$ cat config.mk
export PLATFORM = sky130hd
export DESIGN_NAME = dds_wavetable_gen
export DESIGN_NICKNAME = d
export VERILOG_FILES = /design/src/rtl/dds_pkg.sv /design/src/rtl/dds_tag_pipe.sv /design/src/rtl/dds_wavetable_gen.sv
export SDC_FILE = /design/constraint.sdc
export NUM_CORES = 1
export LEC_CHECK = 0
export ABC_AREA = 1
export CAP_MARGIN = 30
export CELL_PAD_IN_SITES_DETAIL_PLACEMENT = 0
export CELL_PAD_IN_SITES_GLOBAL_PLACEMENT = 1
export CORE_MARGIN = 3
export CORE_UTILIZATION = 45
export DETAILED_ROUTE_END_ITERATION = 7
export PLACE_DENSITY = 0.82
export SYNTH_ARGS = -nofsm -noshare
export SYNTH_HDL_FRONTEND = slang
export SYNTH_HIERARCHICAL = 1
export SYNTH_SLANG_ARGS = --single-unit
$ cat constraint.sdc
create_clock -name clk -period 6.4 [get_ports clk]
set_input_delay 0.64 -clock clk [delete_from_list [all_inputs] [get_ports clk]]
set_output_delay 0.64 -clock clk [all_outputs]
set_load 0.02 [all_outputs]
$ cat src/rtl/dds_pkg.sv
// Shared types and helpers for the DDS wavetable front end.
// Quadrant encoding and width/scale functions used by the top and the bench.
package dds_pkg;

    typedef enum logic [1:0] {
        Q_RISE     = 2'd0,
        Q_FALL     = 2'd1,
        Q_NEG_RISE = 2'd2,
        Q_NEG_FALL = 2'd3
    } quadrant_e;

    function automatic int unsigned ch_width(input int unsigned n);
        return (n <= 1) ? 1 : $clog2(n);
    endfunction

    function automatic int unsigned midscale(input int unsigned w);
        return 1 << (w - 1);
    endfunction

    function automatic int unsigned full_scale(input int unsigned w);
        return (1 << w) - 1;
    endfunction

endpackage

$ cat src/rtl/dds_tag_pipe.sv
// Delay line carrying {valid, channel, invert} alongside the table read latency.
module dds_tag_pipe #(
    parameter int unsigned ROM_LAT = 2,
    parameter int unsigned CH_W    = 1
) (
    input  logic            clk,
    input  logic            rst,
    input  logic            issue_valid,
    input  logic [CH_W-1:0] issue_ch,
    input  logic            issue_invert,
    output logic            tag_valid,
    output logic [CH_W-1:0] tag_ch,
    output logic            tag_invert
);

    logic [CH_W+1:0] stage [ROM_LAT];

    always_ff @(posedge clk or posedge rst) begin
        if (rst) begin
            for (int unsigned i = 0; i < ROM_LAT; i++) begin
                stage[i] <= '0;
            end
        end else begin
            stage[0] <= {issue_valid, issue_ch, issue_invert};
            for (int unsigned i = 1; i < ROM_LAT; i++) begin
                stage[i] <= stage[i-1];
            end
        end
    end

    assign {tag_valid, tag_ch, tag_invert} = stage[ROM_LAT-1];

endmodule

$ cat src/rtl/dds_wavetable_gen.sv
// Multi-channel DDS front end: round-robin phase accumulators sharing one
// synchronous sine-table port, with optional quarter-wave reconstruction.
module dds_wavetable_gen
    import dds_pkg::*;
#(
    parameter int unsigned NUM_CH       = 2,
    parameter int unsigned PHASE_W      = 16,
    parameter int unsigned ADDR_W       = 10,
    parameter int unsigned DATA_W       = 8,
    parameter int unsigned ROM_LAT      = 2,
    parameter int unsigned QUARTER_WAVE = 0
) (
    input  logic                           clk,
    input  logic                           rst,
    input  logic                           en,
    input  logic                           phase_clr,
    input  logic                           freq_wr,
    input  logic [ch_width(NUM_CH)-1:0]    freq_ch,
    input  logic [PHASE_W-1:0]             freq_word,
    output logic                           rom_en,
    output logic [ADDR_W-1:0]              rom_addr,
    input  logic [DATA_W-1:0]              rom_data,
    output logic                           sample_valid,
    output logic [ch_width(NUM_CH)-1:0]    sample_ch,
    output logic [DATA_W-1:0]              sample
);

    localparam int unsigned       CH_W = ch_width(NUM_CH);
    localparam logic [DATA_W-1:0] FULL = DATA_W'(full_scale(DATA_W));

    logic [PHASE_W-1:0] phase [NUM_CH];
    logic [PHASE_W-1:0] tw    [NUM_CH];
    logic [CH_W-1:0]    cur_ch;
    logic [CH_W-1:0]    rom_ch;
    logic               rom_inv;
    logic [PHASE_W-1:0] cur_phase;
    logic [ADDR_W-1:0]  next_addr;
    logic               next_inv;
    logic               freq_ok;
    logic               tag_valid;
    logic [CH_W-1:0]    tag_ch;
    logic               tag_inv;

    assign cur_phase = phase[cur_ch];

    generate
        if (QUARTER_WAVE != 0) begin : g_quarter
            quadrant_e         quad;
            logic [ADDR_W-1:0] a;
            always_comb begin
                quad      = quadrant_e'(cur_phase[PHASE_W-1 -: 2]);
                a         = cur_phase[PHASE_W-3 -: ADDR_W];
                next_addr = (quad == Q_FALL || quad == Q_NEG_FALL) ? ~a : a;
                next_inv  = (quad == Q_NEG_RISE || quad == Q_NEG_FALL);
            end
        end else begin : g_full
            assign next_addr = cur_phase[PHASE_W-1 -: ADDR_W];
            assign next_inv  = 1'b0;
        end

        // Out-of-range channel writes can only occur when NUM_CH is not a power of two.
        if (NUM_CH == (1 << CH_W)) begin : g_ch_pow2
            assign freq_ok = 1'b1;
        end else begin : g_ch_range
            assign freq_ok = (freq_ch < CH_W'(NUM_CH));
        end
    endgenerate

    always_ff @(posedge clk or posedge rst) begin
        if (rst) begin
            for (int unsigned i = 0; i < NUM_CH; i++) begin
                phase[i] <= '0;
                tw[i]    <= '0;
            end
            cur_ch   <= '0;
            rom_en   <= 1'b0;
            rom_addr <= '0;
            rom_ch   <= '0;
            rom_inv  <= 1'b0;
        end else begin
            rom_en <= en && !phase_clr;
            if (phase_clr) begin
                for (int unsigned i = 0; i < NUM_CH; i++) begin
                    phase[i] <= '0;
                end
                cur_ch <= '0;
            end else if (en) begin
                rom_addr      <= next_addr;
                rom_ch        <= cur_ch;
                rom_inv       <= next_inv;
                phase[cur_ch] <= cur_phase + tw[cur_ch];
                cur_ch        <= (cur_ch == CH_W'(NUM_CH - 1)) ? '0 : cur_ch + 1'b1;
            end
            // Same-cycle write to the issuing channel lands after this accumulation.
            if (freq_wr && freq_ok) begin
                tw[freq_ch] <= freq_word;
            end
        end
    end

    dds_tag_pipe #(
        .ROM_LAT (ROM_LAT),
        .CH_W    (CH_W)
    ) u_tag_pipe (
        .clk          (clk),
        .rst          (rst),
        .issue_valid  (rom_en),
        .issue_ch     (rom_ch),
        .issue_invert (rom_inv),
        .tag_valid    (tag_valid),
        .tag_ch       (tag_ch),
        .tag_invert   (tag_inv)
    );

    always_ff @(posedge clk or posedge rst) begin
        if (rst) begin
            sample_valid <= 1'b0;
            sample_ch    <= '0;
            sample       <= '0;
        end else begin
            sample_valid <= tag_valid;
            if (tag_valid) begin
                sample_ch <= tag_ch;
                sample    <= tag_inv ? (FULL - rom_data) : rom_data;
            end
        end
    end

endmodule
After elaboration in Yosys (flattened, before gate mapping)
Cells that the tools add are included.
- register bits: 91
- memories kept: 0
- memory bits (read-only): 0
- output and inout bits: 21
- bits of input ports: 30
- logic and storage cells: 45
- bits in latches: 0
- memory bits (writable): 0
- multiplexer cells: 17
- reduce and logical (&&, ||, !) cells: 6
- equal/unequal tests: 0
- shift operators: 0
- $lt $le $gt $ge: 4
- add/sub/neg operators: 2
- multipliers: 0
- bitwise logic cells: 3
- div/mod/pow operators: 0
- operators by type and width (kind ; number):
    $mux 16 ; 8
    $bwmux 32 ; 2
    $mux 32 ; 2
    $demux 16 s1 ; 2
    $add 16x16->16 ; 1
    $ge 2x2->1 const B ; 2
    $lt 2x1->1 const B ; 2
    $not 1->2 ; 2
    $logic_and 1x1->1 ; 3
    $mux 1 ; 3
    $reduce_and 2->1 ; 1
    $reduce_bool 2->1 ; 1
    $add 1x1->1 const B ; 1
    $logic_not 1->1 ; 1
    $not 1->1 ; 1

Longest topological paths before layout
Gate-level depths: netlist of run 1.
- word-level depth: 8
- gate-level depth with buffers: 15

By module
Netlist of run 1, hierarchy kept.
- modules (own cells, without submodules) (module ; instances ; area an instance (sq um) ; cells an instance ; sequential area each (sq um)):
    dds_wavetable_gen ; 1 ; 4540.6 ; 603 ; 2177.1
    dds_tag_pipe ; 1 ; 153.9 ; 7 ; 150.1

Worst setup path after synthesis of run 1
No wires, ideal clock.
- kind: reg2reg
- start: reg cur_ch
- end: reg phase[8] (netlist name)
- clock period less this slack: 2.201 ns
- slack: 4.199 ns
- data arrival time: 2.084 ns
- required time: 6.283 ns
- cell stages (with the launch flop): 15
- buffers on the path: 2
- path through: dfrtp_1 -> buf_2 -> buf_2 -> nand2_1 -> o21ai_0 -> ha_1 -> fa_1 -> nand2_1 -> nand2_1 -> and2_1 -> nand2_1 -> nand2_1 -> xor2_1 -> nand2_1 -> nand2_1
- word-level cells in the longest chain between the ends: 8
- elaborated cells on any way between the ends: 16
- classes of those cells: add/sub: 1; order compare: 2; mux: 11; bitwise: 1; reduce/logical: 1
- ends and longest elaborated chain (what ; line ; source):
    from (decl) ; dds_wavetable_gen.sv:33 ; logic [CH_W-1:0] cur_ch;
    from (signal assigned) ; dds_wavetable_gen.sv:92 ; cur_ch <= (cur_ch == CH_W'(NUM_CH - 1)) ? '0 : cur_ch + 1'b1;
    $not 1->2 (not written as such) * ; dds_wavetable_gen.sv:44, dds_wavetable_gen.sv:91 ;
    $mux 16 (not written as such) (tied with other cells) (2 in a row) ; dds_wavetable_gen.sv:44 ; assign cur_phase = phase[cur_ch];
    $mux 16, on equally long branches ; dds_wavetable_gen.sv:44, dds_wavetable_gen.sv:91 ;
    $add 16x16->16 / $demux 16 s1 (equally long branches) ; dds_wavetable_gen.sv:91 ; phase[cur_ch] <= cur_phase + tw[cur_ch];
    $bwmux 32 * ; dds_wavetable_gen.sv:91 ;
    $mux 32 * ; dds_wavetable_gen.sv:87 ; end else if (en) begin
    $mux 32 * ; dds_wavetable_gen.sv:82 ; if (phase_clr) begin
    to (signal, indexed assignment) ; dds_wavetable_gen.sv:91 ;
    to (decl) ; dds_wavetable_gen.sv:31 ; logic [PHASE_W-1:0] phase [NUM_CH];
Every way passes the cells marked *; elsewhere a longest branch is shown, timed or not. The select of a mux whose other input is x is not followed.
A chain may end at the register's enable or synchronous reset.

Final worst setup path of run 1
- start: reg cur_ch
- end: reg phase[13] (netlist name)
- word-level cells in the longest chain between the ends: 8
- elaborated cells on any way between the ends: 16
- classes of those cells: add/sub: 1; order compare: 2; mux: 11; bitwise: 1; reduce/logical: 1
- ends and longest elaborated chain (what ; line ; source):
    $not 1->2 (not written as such) ; dds_wavetable_gen.sv:44 ;
    $mux 16 (not written as such) (3 in a row) ; dds_wavetable_gen.sv:44 ;
    net cur_phase[11] ; dds_wavetable_gen.sv:36 ; logic [PHASE_W-1:0] cur_phase;
    $add 16x16->16 ; dds_wavetable_gen.sv:91 ;
    $bwmux 32 ; dds_wavetable_gen.sv:91 ;
    $mux 32 ; dds_wavetable_gen.sv:87 ;
    $mux 32 ; dds_wavetable_gen.sv:82 ;
The timed path passes the listed nets, and every way through them passes these cells. The select of a mux whose other input is x is not followed.

==> reports/metrics.csv, run 1 <==
stage,metric,value,unit
worst_hold_path,Hold Crit Depth,0,
worst_hold_path,Hold Crit Class,flop to flop,
clock_network,hold buffer count at CTS,0,
clock_network,Clock Pin Slew Worst Setup and Hold Paths,0.10,ns
sta,unrepaired setup endpoints after global routing,false,
synth,Yosys cell types,26,
detailed_routing,DR vias,3788,
worst_setup_path,Buf/Inv on CP,2,
worst_setup_path,reg2reg end,phase[13],
clock_network,Post CTS Setup Buffer Count,0,
global_routing,GRT Util Overall,18.79,%
sta,Slew @ Worst Pin,0.9043,ns
sta,WHS,0.3637,ns
placed_design,Post-DP Area,5326,sq um
sta,Final Setup Violations,0,
worst_setup_path,CP top delay family,simple AND/OR/NAND/NOR gates,
worst_setup_path,most frequent CP cell,nand2_1,
floorplan,Die H,108.1,microns
run,max_cap viols,0,
worst_setup_path,"Data arrival, critical path",3.10,ns
worst_setup_path,CP Capture Type,flop,
placed_design,DP HPWL,7208,microns
finish,layout cells sized above 1,3.631,%
worst_setup_path,Worst Path Max Fanout,26,
sta,Peak Freq,0.3508,GHz
pwr,cell leakage power,0.002914,uW
finish,nets@finish,702,
global_routing,gr ovfl total,0,
clock_network,H-tree depth,3,
floorplan,Starting Density,47.16,%
synth,Synth Instances,610,
finish,fin area,5532,sq um
detailed_routing,final wirelength,9939,microns
worst_setup_path,Critical Path RT,6.65,ns
sta,max-slew violation count,0,
worst_hold_path,HP Start,u_tag_pipe/stage[4],
clock_network,clock latency on the worst-skew pair,0.36,ns
clock_network,Post-CTS Resized,0,
detailed_routing,DRC Markers,0,
floorplan,chip width,108.1,microns
worst_setup_path,critical setup path kind,flop to flop,
clock_network,CTS root buf,clkbuf_8,
floorplan,Boundary Pins,51,
outcome,status,"complete, no violations",
clock_network,CTS Sinks,93,
worst_hold_path,WHS Endpoint,u_tag_pipe/tag_ch,
worst_setup_path,reg2reg start,cur_ch,
detailed_routing,Post-DRT Antenna Nets,0,
detailed_routing,number of detailed-route iterations in the first pass,4,
worst_setup_path,Crit-path slowest cell,dfrtp_1,
worst_setup_path,R2R depth,12,
finish,final cell count without fillers,794,
placed_design,Placer Congestion,0.8009,
clock_network,cts bufs inserted,9,
placed_design,DP Cell Count,778,
floorplan,Core Region,9955,sq um
global_routing,initial antenna violation count,0,
finish,fill cell count,958,
global_routing,pin count of the biggest net entering global routing,60,
pwr,Max IR drop VDD,0.0001156,V
synth,Synth Cell Area,4695,sq um
pwr,pwr/cell area,259.7,nW/um^2
synth,post-synthesis sequential area ratio,49.57,%
synth,YS warnings,6,
sta,final setup TNS,0,ns
worst_setup_path,cells along the critical path,"inv_2, nand2_1, nand2_1, ha_1, nand2_1, inv_1, nand2_1, nand2_1, a21oi_1, nand3_1, nand3_1, nand2_1",
pwr,total power,1437,uW
synth,Avg Synthesized Cell Area,7.696,sq um
worst_setup_path,Worst R2R Setup Slack,3.55,ns
finish,synthesis-to-layout area growth,17.83,%
sta,final worst path period share,44.54,%
floorplan,Rows,36,
sta,final hold vios,0,
global_routing,first-pass GRT wire length,17380,microns
sta,Max-slew headroom,39.57,%
sta,Setup Skew,0.01262,ns
global_routing,number of global-route vias before repair,3654,
sta,fin crit period,2.851,ns
clock_network,TritonCTS clock tree,built,
worst_setup_path,Crit path largest cell delay,0.78,ns
finish,# diodes,0,
detailed_routing,drt wl/cell,12.52,microns
detailed_routing,via/cell ratio,4.771,
clock_network,CTS Buffer Depth,2,
detailed_routing,initial DRC count,223,
synth,#FFs+latches synth,93,
placed_design,Port Buffers,50,
synth,syn nets,656,
floorplan,Die Area,11690,sq um
finish,"leading cell types in the layout, fill and taps excluded","nand2_1, dfrtp_1, inv_1",
worst_setup_path,crit start category,flop,
finish,"commonest non-fill, non-tap cell in the layout",nand2_1,
## where the power goes
part	leakage, uW	internal (uW)	switching [uW]
Clock	0.000106	187	219
Sequential	0.00119	653	34.9
Combinational	0.00162	139	205
Total	0.00291	979	458
## area by class of cell
class / instances / area, sq um / share of cell area (%)
tap: 133 / 166.4 / 3.008
clock inverter: 7 / 81.33 / 1.470
timing repair buffer: 54 / 550.5 / 9.952
inverter: 73 / 275.3 / 4.976
sequential: 93 / 2327 / 42.07
clock buffer: 9 / 123.9 / 2.239
multi-input combinational: 425 / 2007 / 36.28
## cells in the mapped netlist (all sizes together)
master | number | share of area, %
a21oi | 7 | 0.75
a31oi | 8 | 1.1
and2 | 2 | 0.27
buf | 11 | 1.2
clkbuf | 8 | 0.64
conb | 1 | 0.080
dfrtp | 93 | 50
fa | 1 | 0.43
ha | 15 | 4.0
inv | 73 | 5.8
mux2 | 2 | 0.48
nand2 | 252 | 20
nand3 | 27 | 2.9
nand3b | 4 | 0.64
nand4 | 1 | 0.13
nor2 | 23 | 1.8
nor3 | 3 | 0.32
o21ai | 56 | 6.0
o22ai | 5 | 0.67
or2 | 5 | 0.67
xnor2 | 10 | 1.9
xor2 | 3 | 0.56
## metal layers
layer  part of all wire (%)  GRT usage, %  vias to the layer above
li1                       -             -                     1994
met1                     51         27.06                     1697
met4                   0.61         6.492                        0
met3                    5.4         2.806                        5
met2                     43         29.04                       92
met5                      0             0                        -
## sequential cells by signal, summed over array words and instances (netlist names), 3 cells and up
signal            cells
tw                   32
rom_addr             10
phase                32
sample                8
u_tag_pipe/stage      3
## cell families (layout without fill, tap and decap cells)
| logic type | after synthesis | count (layout) | synth area share [%] |
|---|---|---|---|
| other | 1 | 1 | 0.07988 |
| AOI/OAI and AO/OA | 76 | 76 | 8.449 |
| muxes | 2 | 2 | 0.4797 |
| adders and majority gates | 16 | 16 | 4.424 |
| DFF | 93 | 93 | 49.57 |
| buffers and inverters | 92 | 143 | 7.676 |
| and+or+nand+nor | 317 | 317 | 26.89 |
| xor gates and xnor gates | 13 | 13 | 2.425 |
## stage by stage
stage	setup slack, ns	util, %
global route	3.230	55.57
global placement	3.633	53.23
finish	3.549	55.57
floorplan	3.510	-
detailed placement	3.586	53.51
CTS	3.536	55.57
## how the worst max path moves through the flow
stage          startpoint        end  slack, ns  cells past startpoint
4_1_cts            cur_ch  phase[24]       3.54                     13
6_report           cur_ch  phase[13]       3.55                     12
2_1_floorplan         rst     cur_ch       3.51                      1
3_5_place_dp       cur_ch  phase[24]       3.59                     13
5_1_grt            cur_ch  phase[24]       3.23                     13
3_3_place_gp       cur_ch  phase[22]       3.63                     12
Power figures use the tool's default switching activity.
==> run 2, diff against run 1 <==
CORE_UTILIZATION = 42   (was 45)
PLACE_DENSITY = 0.77   (was 0.82)
clock period = 2.72 ns   (was 6.4 ns; I/O delays follow)
==> run 2 against run 1 <==
Effect of this change: clock power up 120%; flip-flop and latch count unchanged; worst setup slack worse by 3.3 ns; clock skew down 0.0024 ns; via count up 1.9%; critical path type unchanged; critical endpoint is now phase[8].
==> reports/metrics.csv, run 2 (synthesized netlist as in run 1, its figures left out) <==
stage,metric,value,unit
detailed_routing,Post-DRT Antenna Nets,0,
finish,fin area,5548,sq um
clock_network,clock latency on the worst-skew pair,0.37,ns
global_routing,first-pass GRT wire length,18260,microns
global_routing,number of global-route vias before repair,3780,
sta,Final Setup Violations,0,
finish,nets@finish,707,
pwr,pwr/cell area,601.0,nW/um^2
clock_network,CTS root buf,clkbuf_8,
clock_network,Clock Pin Slew Worst Setup and Hold Paths,0.10,ns
sta,Max-slew headroom,38.24,%
outcome,status,"complete, no violations",
placed_design,DP HPWL,7679,microns
sta,max-slew violation count,0,
floorplan,Boundary Pins,51,
worst_setup_path,Crit path largest cell delay,0.52,ns
worst_setup_path,Crit-path slowest cell,dfrtp_2,
worst_setup_path,Buf/Inv on CP,2,
clock_network,cts bufs inserted,9,
detailed_routing,number of detailed-route iterations in the first pass,5,
sta,Slew @ Worst Pin,0.9242,ns
floorplan,Starting Density,44.28,%
worst_setup_path,CP top delay family,simple AND/OR/NAND/NOR gates,
global_routing,pin count of the biggest net entering global routing,55,
finish,final core occ,52.33,%
finish,# diodes,0,
finish,fill cell count,1049,
worst_setup_path,most frequent CP cell,nand2_1,
sta,unrepaired setup endpoints after global routing,false,
floorplan,Core Region,10600,sq um
finish,layout cells sized above 1,4.505,%
detailed_routing,DR vias,3860,
detailed_routing,drt wl/cell,13.13,microns
sta,WHS,0.1691,ns
placed_design,Post-DP Area,5360,sq um
global_routing,GRT Util Overall,18.03,%
floorplan,Rows,37,
worst_setup_path,cells along the critical path,"inv_2, buf_4, nand2_1, nand2_1, ha_1, fa_1, nand2_1, nand2_1, and2_1, nand2_1, nand2_1, xor2_1, nand2_1, nand2_1",
pwr,cell leakage power,0.002921,uW
worst_setup_path,Critical Path RT,3.03,ns
finish,biggest regs,"phase: 32 flops, tw: 32 flops, rom_addr: 10 flops",
clock_network,TritonCTS clock tree,built,
detailed_routing,final wirelength,10530,microns
finish,synthesis-to-layout area growth,18.18,%
detailed_routing,via/cell ratio,4.813,
clock_network,CTS Buffer Depth,2,
floorplan,Die Area,12480,sq um
clock_network,hold buffer count at CTS,0,
sta,Setup Skew,0.01025,ns
global_routing,initial antenna violation count,0,
sta,fin crit period,2.463,ns
finish,"commonest non-fill, non-tap cell in the layout",nand2_1,
sta,final worst path period share,90.55,%
detailed_routing,DRC Markers,0,
pwr,Max IR drop VDD,0.0002842,V
placed_design,Port Buffers,50,
sta,final setup TNS,0,ns
worst_setup_path,critical setup path kind,flop to flop,
sta,Peak Freq,0.4060,GHz
worst_hold_path,Hold Crit Class,input port to asynchronous set/reset pin,
sta,final hold vios,0,
clock_network,CTS Sinks,93,
clock_network,H-tree depth,3,
global_routing,gr ovfl total,0,
placed_design,Placer Congestion,0.8823,
worst_setup_path,crit start category,flop,
worst_setup_path,CP Capture Type,flop,
finish,"leading cell types in the layout, fill and taps excluded","nand2_1, dfrtp_1, inv_1",
worst_setup_path,Worst Path Max Fanout,16,
detailed_routing,initial DRC count,287,
worst_setup_path,"Data arrival, critical path",2.77,ns
run,max_cap viols,0,
floorplan,chip width,111.7,microns
floorplan,Die H,111.7,microns
-- run 2: area by class of cell --
class                   count  area (sq um)  area share (%)
flip-flops and latches     93          2328           41.97
clock buffers               9         123.9           2.233
multi-input cells         425          2007           36.17
well taps                 136         170.2           3.067
inverters                  73         275.3           4.962
repair buffers             59         580.6           10.46
clock inverters             7         62.56           1.128
-- run 2: worst reg2reg max path, cell delays in order, from the launching register on --
cell	delay [ns]
dfrtp_2	0.52
inv_2	0.07
buf_4	0.20
nand2_1	0.07
nand2_1	0.05
ha_1	0.21
fa_1	0.41
nand2_1	0.08
nand2_1	0.07
and2_1	0.19
nand2_1	0.07
nand2_1	0.05
xor2_1	0.25
nand2_1	0.09
nand2_1	0.06
-- run 2: per-layer routing --
layer | track usage (%) | wire length [microns]
met3 | 2.989 | 510
met4 | 6.002 | 165
met1 | 26.45 | 5400
met5 | 0 | 0
met2 | 27.22 | 4456
-- run 2: power by group --
part / leakage (uW) / internal, uW / switching [uW]
registers: 0.00119 / 1540 / 81.8
clock network: 0.0000931 / 353 / 533
logic: 0.00164 / 333 / 497
total: 0.00292 / 2220 / 1110
-- run 2: worst paths after layout --
kind	from	to	slack, ns	depth (start not counted)
setup / recovery	cur_ch	phase[8]	0.26	14
hold reg to reg	u_tag_pipe/stage[3]	u_tag_pipe/tag_invert	0.36	0
max in group asynchronous	rst	tw[29]	1.73	3
hold / removal	rst	u_tag_pipe/stage[5]	0.17	2
min in group clk	u_tag_pipe/stage[3]	u_tag_pipe/tag_invert	0.36	0
setup reg to reg	cur_ch	phase[8]	0.26	14
-- run 2: what timing repair did --
action / in CTS / in global routing
setup buffers: 0 / 0
gates resized for setup: 0 / 1
endpoints found under the setup margin: 0 / 5
-- run 2: through the flow --
| stage | worst slack, ns | instances | power, uW |
|---|---|---|---|
| 2_1_floorplan | 0.1978 | 610 | 2178 |
| 3_3_place_gp | 0.2423 | 786 | 2466 |
| 3_5_place_dp | 0.1727 | 786 | 2481 |
| 4_1_cts | 0.1263 | 802 | 3372 |
| 5_1_grt | 0.08444 | 802 | 3559 |
| 6_report | 0.2571 | 802 | 3334 |
